### src/rtl/ysyx_22040127_exu_muldiv_pkg.sv
// Shared op codes, FSM state type and operand-signedness helpers for the M-extension unit.
package ysyx_22040127_exu_muldiv_pkg;

    localparam int MD_OP_W = 3;

    localparam logic [MD_OP_W-1:0] MD_OP_MUL    = 3'd0;
    localparam logic [MD_OP_W-1:0] MD_OP_MULH   = 3'd1;
    localparam logic [MD_OP_W-1:0] MD_OP_MULHSU = 3'd2;
    localparam logic [MD_OP_W-1:0] MD_OP_MULHU  = 3'd3;
    localparam logic [MD_OP_W-1:0] MD_OP_DIV    = 3'd4;
    localparam logic [MD_OP_W-1:0] MD_OP_DIVU   = 3'd5;
    localparam logic [MD_OP_W-1:0] MD_OP_REM    = 3'd6;
    localparam logic [MD_OP_W-1:0] MD_OP_REMU   = 3'd7;

    typedef enum logic [1:0] {ST_IDLE, ST_MUL, ST_DIV, ST_DONE} md_state_e;

    function automatic logic op_src1_signed(input logic [MD_OP_W-1:0] op);
        return (op == MD_OP_MULH) || (op == MD_OP_MULHSU) || (op == MD_OP_DIV) || (op == MD_OP_REM);
    endfunction

    function automatic logic op_src2_signed(input logic [MD_OP_W-1:0] op);
        return (op == MD_OP_MULH) || (op == MD_OP_DIV) || (op == MD_OP_REM);
    endfunction

endpackage

### src/rtl/ysyx_22040127_div_core.sv
// Unsigned restoring divider, one quotient bit per cycle over the low `len` bits of the dividend.
module ysyx_22040127_div_core #(
    parameter int XLEN  = 64,
    parameter int LEN_W = $clog2(XLEN) + 1
) (
    input  logic             clk,
    input  logic             rst,
    input  logic             start,
    input  logic [XLEN-1:0]  dividend,
    input  logic [XLEN-1:0]  divisor,
    input  logic [LEN_W-1:0] len,
    output logic             done,
    output logic [XLEN-1:0]  quo,
    output logic [XLEN-1:0]  rem
);

    logic [XLEN-1:0]  dvsr;
    logic [LEN_W-1:0] cnt;
    logic [XLEN:0]    rem_shift;
    logic [XLEN:0]    diff;

    assign rem_shift = {rem, quo[XLEN-1]};
    assign diff      = rem_shift - {1'b0, dvsr};

    // Short ops pre-shift the dividend so its bit len-1 is the first to enter the remainder.
    always_ff @(posedge clk) begin
        if (rst) begin
            cnt  <= '0;
            done <= 1'b0;
            quo  <= '0;
            rem  <= '0;
            dvsr <= '0;
        end else if (start) begin
            cnt  <= len;
            done <= 1'b0;
            rem  <= '0;
            dvsr <= divisor;
            quo  <= dividend << (LEN_W'(XLEN) - len);
        end else if (cnt != '0) begin
            rem  <= diff[XLEN] ? rem_shift[XLEN-1:0] : diff[XLEN-1:0];
            quo  <= {quo[XLEN-2:0], ~diff[XLEN]};
            cnt  <= cnt - LEN_W'(1);
            done <= (cnt == LEN_W'(1));
        end
    end

endmodule

### src/rtl/ysyx_22040127_exu_muldiv.sv
// Iterative RV M-extension unit: shift-add multiplier, restoring divider, single-cycle special cases.
//  state | meaning
//  IDLE  | ready to accept a request
//  MUL   | shift-add iterations, MUL_STEP multiplier bits per cycle
//  DIV   | waiting for the divider core
//  DONE  | result presented (special cases raise out_valid on entry + 1 cycle)
module ysyx_22040127_exu_muldiv
    import ysyx_22040127_exu_muldiv_pkg::*;
#(
    parameter int XLEN     = 64,
    parameter int MUL_STEP = 2,
    parameter int W_EN     = 1,
    parameter int TAG_W    = 5
) (
    input  logic               clk,
    input  logic               rst,
    input  logic               flush,
    input  logic               in_valid,
    output logic               in_ready,
    input  logic [2:0]         in_op,
    input  logic               in_word,
    input  logic [XLEN-1:0]    in_src1,
    input  logic [XLEN-1:0]    in_src2,
    input  logic [TAG_W-1:0]   in_tag,
    output logic               out_valid,
    input  logic               out_ready,
    output logic [XLEN-1:0]    out_result,
    output logic [TAG_W-1:0]   out_tag,
    output logic               busy
);

    localparam int LEN_W = $clog2(XLEN) + 1;
    localparam int PW    = XLEN + MUL_STEP;
    localparam logic [LEN_W-1:0] MUL_ITER   = LEN_W'(XLEN / MUL_STEP);
    localparam logic [LEN_W-1:0] MUL_ITER_W = LEN_W'(32 / MUL_STEP);

    function automatic logic [XLEN-1:0] wext(input logic [31:0] x, input logic s);
        logic [XLEN-1:0] r;
        r       = (s && x[31]) ? '1 : '0;
        r[31:0] = x;
        return r;
    endfunction

    function automatic logic [XLEN-1:0] fmt(input logic w, input logic [XLEN-1:0] r);
        return w ? wext(r[31:0], 1'b1) : r;
    endfunction

    md_state_e        state;
    logic [2:0]       op_q;
    logic             word_q, neg1_q, neg2_q;
    logic [XLEN-1:0]  a_q, hi_q, lo_q;
    logic [LEN_W-1:0] mcnt;

    logic             word_in, s1, s2, neg1, neg2, is_div, div0, ovf, special, accept;
    logic [XLEN-1:0]  ext1, ext2, mag1, mag2, min_v, spec_res;

    assign word_in  = (W_EN != 0) && (XLEN == 64) && in_word;
    assign s1       = op_src1_signed(in_op);
    assign s2       = op_src2_signed(in_op);
    assign ext1     = word_in ? wext(in_src1[31:0], s1) : in_src1;
    assign ext2     = word_in ? wext(in_src2[31:0], s2) : in_src2;
    assign neg1     = s1 & ext1[XLEN-1];
    assign neg2     = s2 & ext2[XLEN-1];
    assign mag1     = neg1 ? -ext1 : ext1;
    assign mag2     = neg2 ? -ext2 : ext2;
    assign is_div   = in_op[2];
    assign min_v    = word_in ? wext(32'h8000_0000, 1'b1) : {1'b1, {(XLEN-1){1'b0}}};
    assign div0     = (ext2 == '0);
    assign ovf      = s1 && (ext1 == min_v) && (ext2 == '1);
    assign special  = is_div & (div0 | ovf);
    assign spec_res = in_op[1] ? (div0 ? fmt(word_in, ext1) : '0)
                               : (div0 ? '1 : min_v);
    assign accept   = in_valid & (state == ST_IDLE) & ~flush;

    assign in_ready = (state == ST_IDLE);
    assign busy     = (state != ST_IDLE);

    logic             div_done;
    logic [XLEN-1:0]  div_quo, div_rem;

    ysyx_22040127_div_core #(.XLEN(XLEN), .LEN_W(LEN_W)) u_div (
        .clk      (clk),
        .rst      (rst),
        .start    (accept & is_div & ~special),
        .dividend (mag1),
        .divisor  (mag2),
        .len      (word_in ? LEN_W'(32) : LEN_W'(XLEN)),
        .done     (div_done),
        .quo      (div_quo),
        .rem      (div_rem)
    );

    logic [PW-1:0]     partial, step_sum;
    logic [2*XLEN-1:0] prod_u, prod_s;
    logic [XLEN-1:0]   mul_res, div_res;

    always_comb begin
        partial = '0;
        for (int j = 0; j < MUL_STEP; j++)
            if (lo_q[j]) partial = partial + (PW'(a_q) << j);
        step_sum = PW'(hi_q) + partial;
    end

    // Word products sit 32 bits higher since only half the multiplier has been shifted out.
    assign prod_u  = word_q ? ({hi_q, lo_q} >> 32) : {hi_q, lo_q};
    assign prod_s  = (neg1_q ^ neg2_q) ? -prod_u : prod_u;
    assign mul_res = (op_q == MD_OP_MUL) ? prod_s[XLEN-1:0] : prod_s[2*XLEN-1:XLEN];
    assign div_res = op_q[1] ? (neg1_q ? -div_rem : div_rem)
                             : ((neg1_q ^ neg2_q) ? -div_quo : div_quo);

    always_ff @(posedge clk) begin
        if (rst) begin
            state      <= ST_IDLE;
            out_valid  <= 1'b0;
            out_result <= '0;
            out_tag    <= '0;
            op_q       <= '0;
            word_q     <= 1'b0;
            neg1_q     <= 1'b0;
            neg2_q     <= 1'b0;
            a_q        <= '0;
            hi_q       <= '0;
            lo_q       <= '0;
            mcnt       <= '0;
        end else if (flush) begin
            state     <= ST_IDLE;
            out_valid <= 1'b0;
        end else begin
            case (state)
                ST_IDLE: if (in_valid) begin
                    op_q    <= in_op;
                    word_q  <= word_in;
                    neg1_q  <= neg1;
                    neg2_q  <= neg2;
                    out_tag <= in_tag;
                    a_q     <= mag1;
                    hi_q    <= '0;
                    lo_q    <= mag2;
                    mcnt    <= word_in ? MUL_ITER_W : MUL_ITER;
                    if (special) begin
                        out_result <= spec_res;
                        state      <= ST_DONE;
                    end else begin
                        state <= is_div ? ST_DIV : ST_MUL;
                    end
                end
                ST_MUL: if (mcnt != '0) begin
                    hi_q <= step_sum[PW-1:MUL_STEP];
                    lo_q <= {step_sum[MUL_STEP-1:0], lo_q[XLEN-1:MUL_STEP]};
                    mcnt <= mcnt - LEN_W'(1);
                end else begin
                    out_result <= fmt(word_q, mul_res);
                    out_valid  <= 1'b1;
                    state      <= ST_DONE;
                end
                ST_DIV: if (div_done) begin
                    out_result <= fmt(word_q, div_res);
                    out_valid  <= 1'b1;
                    state      <= ST_DONE;
                end
                ST_DONE: if (!out_valid) begin
                    out_valid <= 1'b1;
                end else if (out_ready) begin
                    out_valid <= 1'b0;
                    state     <= ST_IDLE;
                end
                default: state <= ST_IDLE;
            endcase
        end
    end

endmodule

### config.mk
export PLATFORM = sky130hd
export DESIGN_NAME = ysyx_22040127_exu_muldiv
export DESIGN_NICKNAME = d
export VERILOG_FILES = /design/src/rtl/ysyx_22040127_exu_muldiv_pkg.sv /design/src/rtl/ysyx_22040127_div_core.sv /design/src/rtl/ysyx_22040127_exu_muldiv.sv
export SDC_FILE = /design/constraint.sdc
export NUM_CORES = 2
export LEC_CHECK = 0
export BUFFER_PORTS_ARGS = -buffer_cell sky130_fd_sc_hd__buf_2
export CAP_MARGIN = 20
export CORE_MARGIN = 4
export CORE_UTILIZATION = 25
export CTS_CLUSTER_SIZE = 12
export DETAILED_ROUTE_END_ITERATION = 7
export PLACE_DENSITY = 0.41
export SLEW_MARGIN = 20
export SYNTH_ARGS = -nofsm -noshare
export SYNTH_HDL_FRONTEND = slang
export SYNTH_SLANG_ARGS = --single-unit
### constraint.sdc
create_clock -name clk -period 7.1 [get_ports clk]
set_input_delay 1.42 -clock clk [delete_from_list [all_inputs] [get_ports clk]]
set_output_delay 1.42 -clock clk [all_outputs]
set_load 0.05 [all_outputs]
==> run metrics <==
Num CTS Buffers=68; dpl cells=about 8,500; row count=154; Setup Viol. Count Final=0; final std cells w/o fill=8,673; P&R area growth vs syn=14.58%; Pre-antenna DRT Iters=6; layout net count=6,607; commonest cells in the netlist=nor2_1, nand2_1, a21oi_1; clk root buf=clkbuf_16; Worst path slowest cell=fa_1; worst hold path type=reg -> reg; Post-Route WL=243.6 mm; Worst-Skew Late Latency=0.70 ns; vias per cell=between 5 and 6; sequential share of the synthesized area=0.2161; crit path time final=6.725 ns; Design Area, Final=50,640 µm²; CTS hold repair buffers=0; vias in the first global route=between 40,000 and 50,000; FF+latch count, synth=477; core area=between 150,000 and 200,000 µm²; clk buf depth=3; fmax=0.1487 GHz; CTS tree=built; Layout fillers=between 15,000 and 20,000; all-layer global routing usage=0.2523; critical path launch point type=flop; RSZ-0062 raised after global routing=false; Post-synth EDFFs=0; clock slew at reported path FFs=0.05 ns; top-area cell type share of the netlist area=0.2161; Max FO, Critical Path=7; cells after synthesis=6,237; sequential cell area=9563 µm²; CP required=7.69 ns; final design utilization=0.2879; post-route setup TNS=0 ns; Leak Pwr=19.64 nW; area of the multi-input gates=32,470 µm²; nature of the critical path endpoint=flop; Worst Path Arrival=7.31 ns; DR WL/cell=28.09 µm; max-slew violation count=0; fin crit share=0.9471; DIE WIDTH=428.5 µm; Crit Path Category=reg -> reg; synth top area cells=dfxtp_1, nor2_1, a21oi_1; H-tree depth=3; CTS Sinks=477; vias post-DR=roughly 49,000; GRT Residual Overflow=0; mapped cell area=around 44,000 µm²; status=completed; number of DRC markers in iteration 0=5,317; skew final=0.03489 ns; setup bufs post-CTS=0; CP max stage delay=0.47 ns; relative slew slack=0.2038; io pins=approximately 210; I/O Buffers=213; post-synth net total=6,583; Setup WS post-layout=0.3755 ns; Antenna Violating Nets Remaining=0; Gates resized, CTS repair=0; DIE AREA=183,600 µm²; count of cell types in the netlist=100; Syn Area/Cell=7.086 µm²; share of cells above drive strength 1=0.1104; Placed Area=between 40,000 and 50,000 µm²; # Max-Cap Violations=0; first-pass GRT wire length=343.7 mm; Post-synth top flop=dfxtp_1; Worst Max-Slew Pin Slew=1.191 ns; top-count cell post-synth=nor2_1; Initial Utilization=0.2512; Pwr per Cell Area=about 280 nW/µm²; Yosys warnings=0; peak supply drop=0.2255 mV; Synth area leader=dfxtp_1; DP HPWL=193.8 mm; initial antenna violation count=35; largest net degree at the start of global routing=171; Die Span Y=around 430 µm; DR DRC count=0; final hold vios=0; RePlAce Congestion=~1.0; pre-CTS WS=0.1163 ns; FFs w/ async S/R, synth=0
[critical path: cells and delay by family, from the launching register on]
kind,cells,cell delay (ns)
mux,1,0.28
simple gates,5,0.59
compound gates,17,3.98
fa+ha+maj,3,1.08
flops,1,0.35
buf+inv,1,0.18
xor+xnor,2,0.18
[cell families (layout without fill, tap and decap cells)]
family / Yosys count / count (layout) / synth area share
fa+ha+maj: 206 / 206 / 0.05872
other cells: 0 / 19 / 0
compound gates: 1992 / 1992 / 0.2903
simple gates: 2260 / 2260 / 0.2389
buf+inv: 620 / 697 / 0.05467
xor+xnor: 521 / 521 / 0.1033
mux: 161 / 161 / 0.03805
flops: 477 / 477 / 0.2161
[cells in the final DEF, fill, tap and decap left out, drive strengths merged, types with 59 or more instances in the layout]
| cell | netlist | layout |
|---|---|---|
| clkbuf | 399 | 86 |
| nor4 | 66 | 66 |
| dfxtp | 477 | 477 |
| buf | 64 | 417 |
| inv | 156 | 166 |
| xnor2 | 237 | 237 |
| mux2i | 105 | 105 |
| a21o | 129 | 129 |
| a211oi | 171 | 171 |
| a21oi | 570 | 570 |
| a222oi | 59 | 59 |
| nand2 | 626 | 626 |
| nand4 | 66 | 66 |
| a31oi | 72 | 72 |
| nor3 | 247 | 247 |
| xor2 | 284 | 284 |
| nand3 | 99 | 99 |
| and2 | 79 | 79 |
| nor2 | 761 | 761 |
| ha | 201 | 201 |
| o31ai | 82 | 82 |
| o211ai | 59 | 59 |
| o21ai | 440 | 440 |
[through the flow]
stage               hold WS (ns)  power [W]
detailed placement        0.4307    0.01023
CTS                       0.4393    0.01395
global placement          0.4300    0.01024
floorplan                 0.4363   0.007981
global route              0.4493    0.01475
finish                    0.4353    0.01395
[sequential cells by signal, summed over array words and instances, names as in the netlist, 2 cells and up]
name	cells
mcnt	7
u_div.rem	64
u_div.quo	64
op_q	3
state	2
out_result	64
u_div.cnt	7
hi_q	64
u_div.dvsr	64
a_q	64
out_tag	5
lo_q	64
[worst paths after layout]
| kind | slack [ns] | start | depth (start not counted) | end |
|---|---|---|---|---|
| worst min register to register | 0.44 | out_result[12]$_SDFFE_PP0P_ | 2 | out_result[12]$_SDFFE_PP0P_ |
| worst min-delay path | 0.44 | out_result[12]$_SDFFE_PP0P_ | 2 | out_result[12]$_SDFFE_PP0P_ |
| worst max-delay path | 0.38 | lo_q[0]$_SDFFE_PP0P_ | 29 | hi_q[63]$_SDFFE_PP0P_ |
| worst max register to register | 0.38 | lo_q[0]$_SDFFE_PP0P_ | 29 | hi_q[63]$_SDFFE_PP0P_ |
[metal layers]
layer / track usage / wire length [µm] / up-vias
met2: 0.3902 / 106300 / 2033
met5: 0 / 13 / -
met3: 0.03368 / 15390 / 447
met1: 0.3347 / 105300 / 23680
li1: - / - / 22780
met4: 0.1495 / 16580 / 2
[report_power, final]
| part | internal (W) | switching (W) | leakage (nW) |
|---|---|---|---|
| Sequential | 0.00296 | 0.000528 | 3.89 |
| Clock | 0.00213 | 0.00153 | 1.13 |
| Combinational | 0.00232 | 0.00449 | 14.6 |
[layout make-up]
cell class,count,area share
Antenna cell,19,0.0009389
Clock buffer,86,0.03652
Clock inverter,37,0.009142
Inverter,157,0.01164
Multi-Input combinational cell,5140,0.6413
Sequential cell,477,0.1888
Tap cell,2340,0.05782
Timing Repair Buffer,417,0.05384
Power figures use the tool's default switching activity.
